**src/rtl/intr_pkg.sv**
```systemverilog
// Shared definitions for the interrupt entry sequencer.
// Contents: FSM state encoding, interrupt-controller io register
// addresses, source indices and source count.
package intr_pkg;

    localparam int unsigned NSRC = 5;

    typedef enum logic [2:0] {
        S_IDLE,
        S_RDPEND,
        S_CLEAR,
        S_TRAP,
        S_HANDLER
    } state_e;

    // Interrupt controller io register map
    localparam logic [3:0] INTR_PEND = 4'd0;
    localparam logic [3:0] INTR_STAT = 4'd1;
    localparam logic [3:0] INTR_EN   = 4'd2;
    localparam logic [3:0] INTR_SET  = 4'd4;
    localparam logic [3:0] INTR_CLR  = 4'd5;

    // Source indices; a lower index means a higher priority
    localparam logic [2:0] SRC_UART  = 3'd0;
    localparam logic [2:0] SRC_CLOCK = 3'd1;
    localparam logic [2:0] SRC_TIMER = 3'd2;
    localparam logic [2:0] SRC_SWI   = 3'd3;
    localparam logic [2:0] SRC_SD    = 3'd4;

endpackage

```
**src/rtl/intr_seq_prio_enc5.sv**
```systemverilog
// prio_enc5: lowest-set-bit encoder over the interrupt sources.
// Ports:
//   req_i   - pending source bits
//   idx_o   - index of the lowest set bit (0 when none set)
//   valid_o - at least one bit set
module prio_enc5
    import intr_pkg::*;
(
    input  logic [NSRC-1:0] req_i,
    output logic [2:0]      idx_o,
    output logic            valid_o
);

    always_comb begin
        idx_o   = '0;
        valid_o = |req_i;
        // Scan from the top down so the lowest set bit is written last.
        for (int unsigned i = 0; i < NSRC; i++) begin
            if (req_i[NSRC-1-i]) begin
                idx_o = 3'(NSRC - 1 - i);
            end
        end
    end

endmodule

```
**src/rtl/intr_seq.sv**
```systemverilog
// intr_seq: CPU-side interrupt entry sequencer.
// Samples the controller's interrupt line at instruction boundaries, reads
// the pending register over the io bus, optionally clears the selected
// source, then raises a vectored trap request and masks further entry until
// the handler returns.
// Ports:
//   clk, reset_n                      - clock, async active-low reset
//   interrupt                         - OR of enabled pending sources
//   cpu_boundary                      - core may take a trap this cycle
//   cpu_ei / cpu_di / cpu_rti         - IE set / IE clear / handler return
//   trap_req, trap_vector, trap_ack   - trap handshake with the core
//   io_req, io_write, io_addr,
//   io_wdata, io_rdata, io_gnt        - io-bus initiator
//   ie, in_handler, cause             - status
module intr_seq
    import intr_pkg::*;
#(
    parameter logic [15:0] VEC_BASE  = 16'h0010,
    parameter int unsigned VEC_SHIFT = 2,
    parameter logic [4:0]  AUTO_CLR  = 5'b01110
) (
    input  logic        clk,
    input  logic        reset_n,
    input  logic        interrupt,
    input  logic        cpu_boundary,
    input  logic        cpu_ei,
    input  logic        cpu_di,
    input  logic        cpu_rti,
    output logic        trap_req,
    output logic [15:0] trap_vector,
    input  logic        trap_ack,
    output logic        io_req,
    output logic        io_write,
    output logic [3:0]  io_addr,
    output logic [15:0] io_wdata,
    input  logic [15:0] io_rdata,
    input  logic        io_gnt,
    output logic        ie,
    output logic        in_handler,
    output logic [2:0]  cause
);

    state_e      state_q, state_d;
    logic        ie_q, ie_d;
    logic        sie_q, sie_d;
    logic        inh_q, inh_d;
    logic        treq_q, treq_d;
    logic [15:0] tvec_q, tvec_d;
    logic        ioreq_q, ioreq_d;
    logic        iowr_q, iowr_d;
    logic [3:0]  ioaddr_q, ioaddr_d;
    logic [15:0] iowd_q, iowd_d;
    logic [2:0]  cause_q, cause_d;

    logic [2:0]  enc_idx;
    logic        enc_vld;
    logic [15:0] vec_calc;
    logic [15:0] clr_mask;
    logic        entry;
    logic        ret;
    logic        unused_rdata;

    // Only the low source bits of the pending register are meaningful.
    assign unused_rdata = ^io_rdata[15:NSRC];

    prio_enc5 u_enc (
        .req_i   (io_rdata[NSRC-1:0]),
        .idx_o   (enc_idx),
        .valid_o (enc_vld)
    );

    // 16-bit add wraps on overflow by construction.
    assign vec_calc = VEC_BASE + ({13'd0, enc_idx} << VEC_SHIFT);
    assign clr_mask = 16'h0001 << enc_idx;

    always_comb begin
        state_d  = state_q;
        sie_d    = sie_q;
        inh_d    = inh_q;
        treq_d   = treq_q;
        tvec_d   = tvec_q;
        ioreq_d  = ioreq_q;
        iowr_d   = iowr_q;
        ioaddr_d = ioaddr_q;
        iowd_d   = iowd_q;
        cause_d  = cause_q;
        entry    = 1'b0;
        ret      = 1'b0;

        case (state_q)
            S_IDLE: begin
                if (interrupt && ie_q && cpu_boundary && !cpu_di) begin
                    state_d  = S_RDPEND;
                    ioreq_d  = 1'b1;
                    iowr_d   = 1'b0;
                    ioaddr_d = INTR_PEND;
                end
            end
            S_RDPEND: begin
                if (io_gnt) begin
                    ioreq_d = 1'b0;
                    if (!enc_vld) begin
                        // Source vanished between sampling and the read.
                        state_d = S_IDLE;
                    end else begin
                        cause_d = enc_idx;
                        tvec_d  = vec_calc;
                        if (AUTO_CLR[enc_idx]) begin
                            state_d  = S_CLEAR;
                            ioreq_d  = 1'b1;
                            iowr_d   = 1'b1;
                            ioaddr_d = INTR_CLR;
                            iowd_d   = clr_mask;
                        end else begin
                            state_d = S_TRAP;
                            treq_d  = 1'b1;
                        end
                    end
                end
            end
            S_CLEAR: begin
                if (io_gnt) begin
                    ioreq_d = 1'b0;
                    iowr_d  = 1'b0;
                    state_d = S_TRAP;
                    treq_d  = 1'b1;
                end
            end
            S_TRAP: begin
                if (trap_ack) begin
                    treq_d  = 1'b0;
                    sie_d   = ie_q;
                    inh_d   = 1'b1;
                    state_d = S_HANDLER;
                    entry   = 1'b1;
                end
            end
            S_HANDLER: begin
                if (cpu_rti) begin
                    inh_d   = 1'b0;
                    state_d = S_IDLE;
                    ret     = 1'b1;
                end
            end
            default: state_d = S_IDLE;
        endcase

        // Priority: disable > trap entry > handler return > enable.
        if (cpu_di) begin
            ie_d = 1'b0;
        end else if (entry) begin
            ie_d = 1'b0;
        end else if (ret) begin
            ie_d = sie_q;
        end else if (cpu_ei) begin
            ie_d = 1'b1;
        end else begin
            ie_d = ie_q;
        end
    end

    always_ff @(posedge clk or negedge reset_n) begin
        if (!reset_n) begin
            state_q  <= S_IDLE;
            ie_q     <= 1'b0;
            sie_q    <= 1'b0;
            inh_q    <= 1'b0;
            treq_q   <= 1'b0;
            tvec_q   <= '0;
            ioreq_q  <= 1'b0;
            iowr_q   <= 1'b0;
            ioaddr_q <= '0;
            iowd_q   <= '0;
            cause_q  <= '0;
        end else begin
            state_q  <= state_d;
            ie_q     <= ie_d;
            sie_q    <= sie_d;
            inh_q    <= inh_d;
            treq_q   <= treq_d;
            tvec_q   <= tvec_d;
            ioreq_q  <= ioreq_d;
            iowr_q   <= iowr_d;
            ioaddr_q <= ioaddr_d;
            iowd_q   <= iowd_d;
            cause_q  <= cause_d;
        end
    end

    assign trap_req    = treq_q;
    assign trap_vector = tvec_q;
    assign io_req      = ioreq_q;
    assign io_write    = iowr_q;
    assign io_addr     = ioaddr_q;
    assign io_wdata    = iowd_q;
    assign ie          = ie_q;
    assign in_handler  = inh_q;
    assign cause       = cause_q;

endmodule

```
**config.mk**
```make
export PLATFORM = sky130hd
export DESIGN_NAME = intr_seq
export DESIGN_NICKNAME = d
export VERILOG_FILES = /design/src/rtl/intr_pkg.sv /design/src/rtl/intr_seq_prio_enc5.sv /design/src/rtl/intr_seq.sv
export SDC_FILE = /design/constraint.sdc
export NUM_CORES = 1
export LEC_CHECK = 0
export CORE_MARGIN = 3
export CORE_UTILIZATION = 35
export DETAILED_ROUTE_END_ITERATION = 12
export PLACE_DENSITY = 0.76
export SLEW_MARGIN = 20
export SYNTH_ARGS = -nofsm -noshare
export SYNTH_HDL_FRONTEND = slang
export SYNTH_HIERARCHICAL = 1
export SYNTH_SLANG_ARGS = --single-unit
```
**constraint.sdc**
```tcl
create_clock -name clk -period 1.4 [get_ports clk]
set_input_delay 0.14 -clock clk [delete_from_list [all_inputs] [get_ports clk]]
set_output_delay 0.14 -clock clk [all_outputs]
set_load 0.01 [all_outputs]
```
==> results.json <==
{
  "synth_fa_ha_area_frac": 0,
  "leakage_nw": 1.075,
  "cp_max_fo": 6,
  "detail_route.vias_per_cell": 4.634,
  "die_area_um2": 4399,
  "post-route-period-util": 1.030,
  "drt_iter0_drc": 45,
  "cts_made_buffers": 3,
  "drv_cap": 0,
  "clkTransAtPathRegs_ns": 0.12,
  "comb_power_share": 0.552,
  "cts_num_sinks": 22,
  "p_seq_frac": 0.333,
  "crit_buf_inv": 0,
  "yosys_register_bits": 22,
  "rsz0062_at_grt": "true",
  "ant_nets": 0,
  "setup_viol": 11,
  "synthMuxAreaShare": 0.06090,
  "totalWireLength_mm": 2.934,
  "max_freq_mhz": 693.6,
  "fin_nets": 207,
  "p_sw_frac": 0.3545,
  "intPower_mw": 1.924,
  "crit_type": "reg2reg",
  "worstPathCellList": "or2_4 > or2_4 > mux2_4",
  "synth_compound_area_frac": 0.1100,
  "cp_slowest_cell": "dfrtp_2",
  "fin_area_um2": 1892,
  "dp.final_hpwl_mm": 2.057,
  "crit_required_ns": 1.60,
  "grt_pass1_vias": 1051,
  "cts_tree": "yes",
  "cp_data_arrival_time_ns": 1.64,
  "grt_pass1_wl_mm": 4.650,
  "fin_util": 0.5538,
  "fp-row-count": 21,
  "power_density_nw_per_um2": 1575,
  "max-clock-path-buffers": 2,
  "violations": "negative setup slack",
  "die_w_um": 66.33,
  "ir_drop_uv": 613.8,
  "ys_warn_count": 6,
  "synthSimpleGateAreaFrac": 0.1955,
  "syn_area_um2": 1274,
  "die_y_um": 66.33,
  "synth-xor-area-share": 0.006876,
  "nFillCells": 316,
  "outcome": "complete, but fails checks",
  "crit_path_frequent_cell": "or2_4",
  "timing.hold.ws_ns": 0.1797,
  "critPathLaunchType": "flip-flop",
  "finalHoldViolCount": 0,
  "root_buffer": "clkbuf_4",
  "synth_cell_types": 36,
  "h-tree-depth": 1,
  "synth_top_family_by_area": "simple AND/OR/NAND/NOR gates",
  "worstSetupEndpointType": "flip-flop",
  "antenna_cells": 0,
  "skew_ns": 0.002392,
  "setup_ws_ns": -0.04169,
  "routabilityCongestion": 0.7888,
  "slew_violations": 0,
  "dpl_cell_area_um2": 1663,
  "core_um2": 3416,
  "grt-ovfl-total": 0,
  "p_switching_mw": 1.057,
  "drive_gt1_frac": 0.2818,
  "mostFrequentLayoutCell": "conb_1",
  "dr_total_vias": 1052,
  "critPathMaxStageDelay_ns": 0.49,
  "syn2layout_area_growth_pct": 48.53,
  "postSynthAreaPerCell_um2": 9.951,
  "wl_per_cell_um": 12.93,
  "io_buffer_count": 35,
  "grt.total_usage": 0.1347,
  "initial_core_util": 0.3729,
  "postSynthCellCount": 128,
  "io_pins": 69,
  "dp_worst_setup_slack_ns": -0.4783,
  "finalCriticalPeriod_ns": 1.442,
  "drc": 0,
  "hold_buffers": 0,
  "clk_latency_ns": 0.30,
  "crit_family": "simple AND/OR/NAND/NOR gates",
  "antenna_found_initial": 0,
  "hold_class": "in2async",
  "drtPass1Iterations": 3,
  "clockPowerShare": 0.115,
  "final_cell_mix": "conb_1 (22), dfrtp_1 (20), buf_4 (20)",
  "seq_area_frac_synth": 0.4322,
  "grt_max_degree": 23
}
-- stage by stage --
step                setup TNS (ns)  power [mW]  cells
finish                     -0.1926       2.981    227
global route               -0.9227       3.205    227
CTS                        -0.1024       2.868    223
detailed placement          -6.668       2.427    217
global placement            -5.375       2.363    217
floorplan                  -0.1904       1.844    149
-- what timing repair did --
item | in CTS | in global routing
hold endpoints to repair | 0 | 0
pin swaps | 3 | 6
gates resized for setup | 14 | 30
endpoints found under the setup margin | 18 | 37
setup buffers | 2 | 4
-- cell usage after synthesis --
cell	count	area, um^2
and2_1	2	12.51
o22ai_1	1	6.260
o2bb2ai_1	1	8.760
nand3b_1	3	22.52
nand3_1	3	15.01
a22o_1	2	17.52
dfrtp_1	22	550.5
nand2b_1	4	25.02
nor3_2	1	10.01
a2bb2oi_1	1	8.760
nor2_1	8	30.03
mux2i_1	1	10.01
or2_1	1	6.260
nor3_1	2	10.01
buf_2	3	15.01
buf_6	2	22.52
nor2b_1	6	37.54
nor4b_1	1	8.760
buf_4	26	195.2
or2_4	1	8.760
a21o_1	2	15.01
xor2_1	1	8.760
o21bai_1	1	7.510
o21ai_0	3	15.01
a41o_1	1	10.01
nor4_2	1	12.51
a21oi_1	7	35.03
mux2_2	2	22.52
nand2_1	8	30.03
a2111oi_0	1	8.760
conb_1	1	3.750
inv_1	3	11.26
nor2_4	1	11.26
nand4b_1	1	8.760
o211ai_1	1	7.510
mux2_4	3	45.04
-- power by group through the flow --
stage	clock network [mW]	registers [mW]	logic, mW
finish	0.342	0.992	1.65
global route	0.385	1.02	1.80
CTS	0.350	0.980	1.54
detailed placement	0	0.983	1.44
global placement	0	0.971	1.39
floorplan	0	1.00	0.840
-- flip-flops by register name (all words and copies together), names as in the netlist --
signal       cells
cause            3
ie               1
in_handler       1
io_addr          1
io_req           1
io_wdata         8
io_write         1
sie_q            1
state_q          3
trap_req         1
trap_vector      1
-- layer usage --
| metal | up-vias | routed length (um) | global-route usage |
|---|---|---|---|
| li1 | 493 | - | - |
| met1 | 509 | 1069 | 0.1492 |
| met2 | 42 | 1618 | 0.2540 |
| met3 | 8 | 174 | 0.03231 |
| met4 | 0 | 72 | 0.03299 |
| met5 | - | 0 | 0 |
-- path summary, 6_finish.rpt --
check / slack, ns / start / end / cells past startpoint
max: -0.04 / state_q[1] / cause[1] / 3
min: 0.18 / reset_n / cause[2] / 2
max in group asynchronous: 0.98 / reset_n / state_q[1] / 2
max reg2reg: -0.04 / state_q[1] / cause[1] / 3
min in group clk: 0.41 / cpu_di / ie / 2
min reg2reg: 0.49 / in_handler / in_handler / 2
-- final cells by class --
class / count / area, um^2 / share of cell area
repair buffers: 59 / 591.8 / 0.3128
clock buffers: 4 / 36.28 / 0.01918
inverters: 3 / 11.26 / 0.005952
multi-input cells: 93 / 641.9 / 0.3393
flip-flops and latches: 22 / 553.0 / 0.2923
well taps: 46 / 57.56 / 0.03042
-- cells by family after synthesis --
family,count (synthesis)
and+or+nand+nor,43
muxes,6
xor gates and xnor gates,1
AOI/OAI and AO/OA,21
other,1
buffers and inverters,34
DFF,22
No activity file was read; power rests on OpenSTA's default activity.
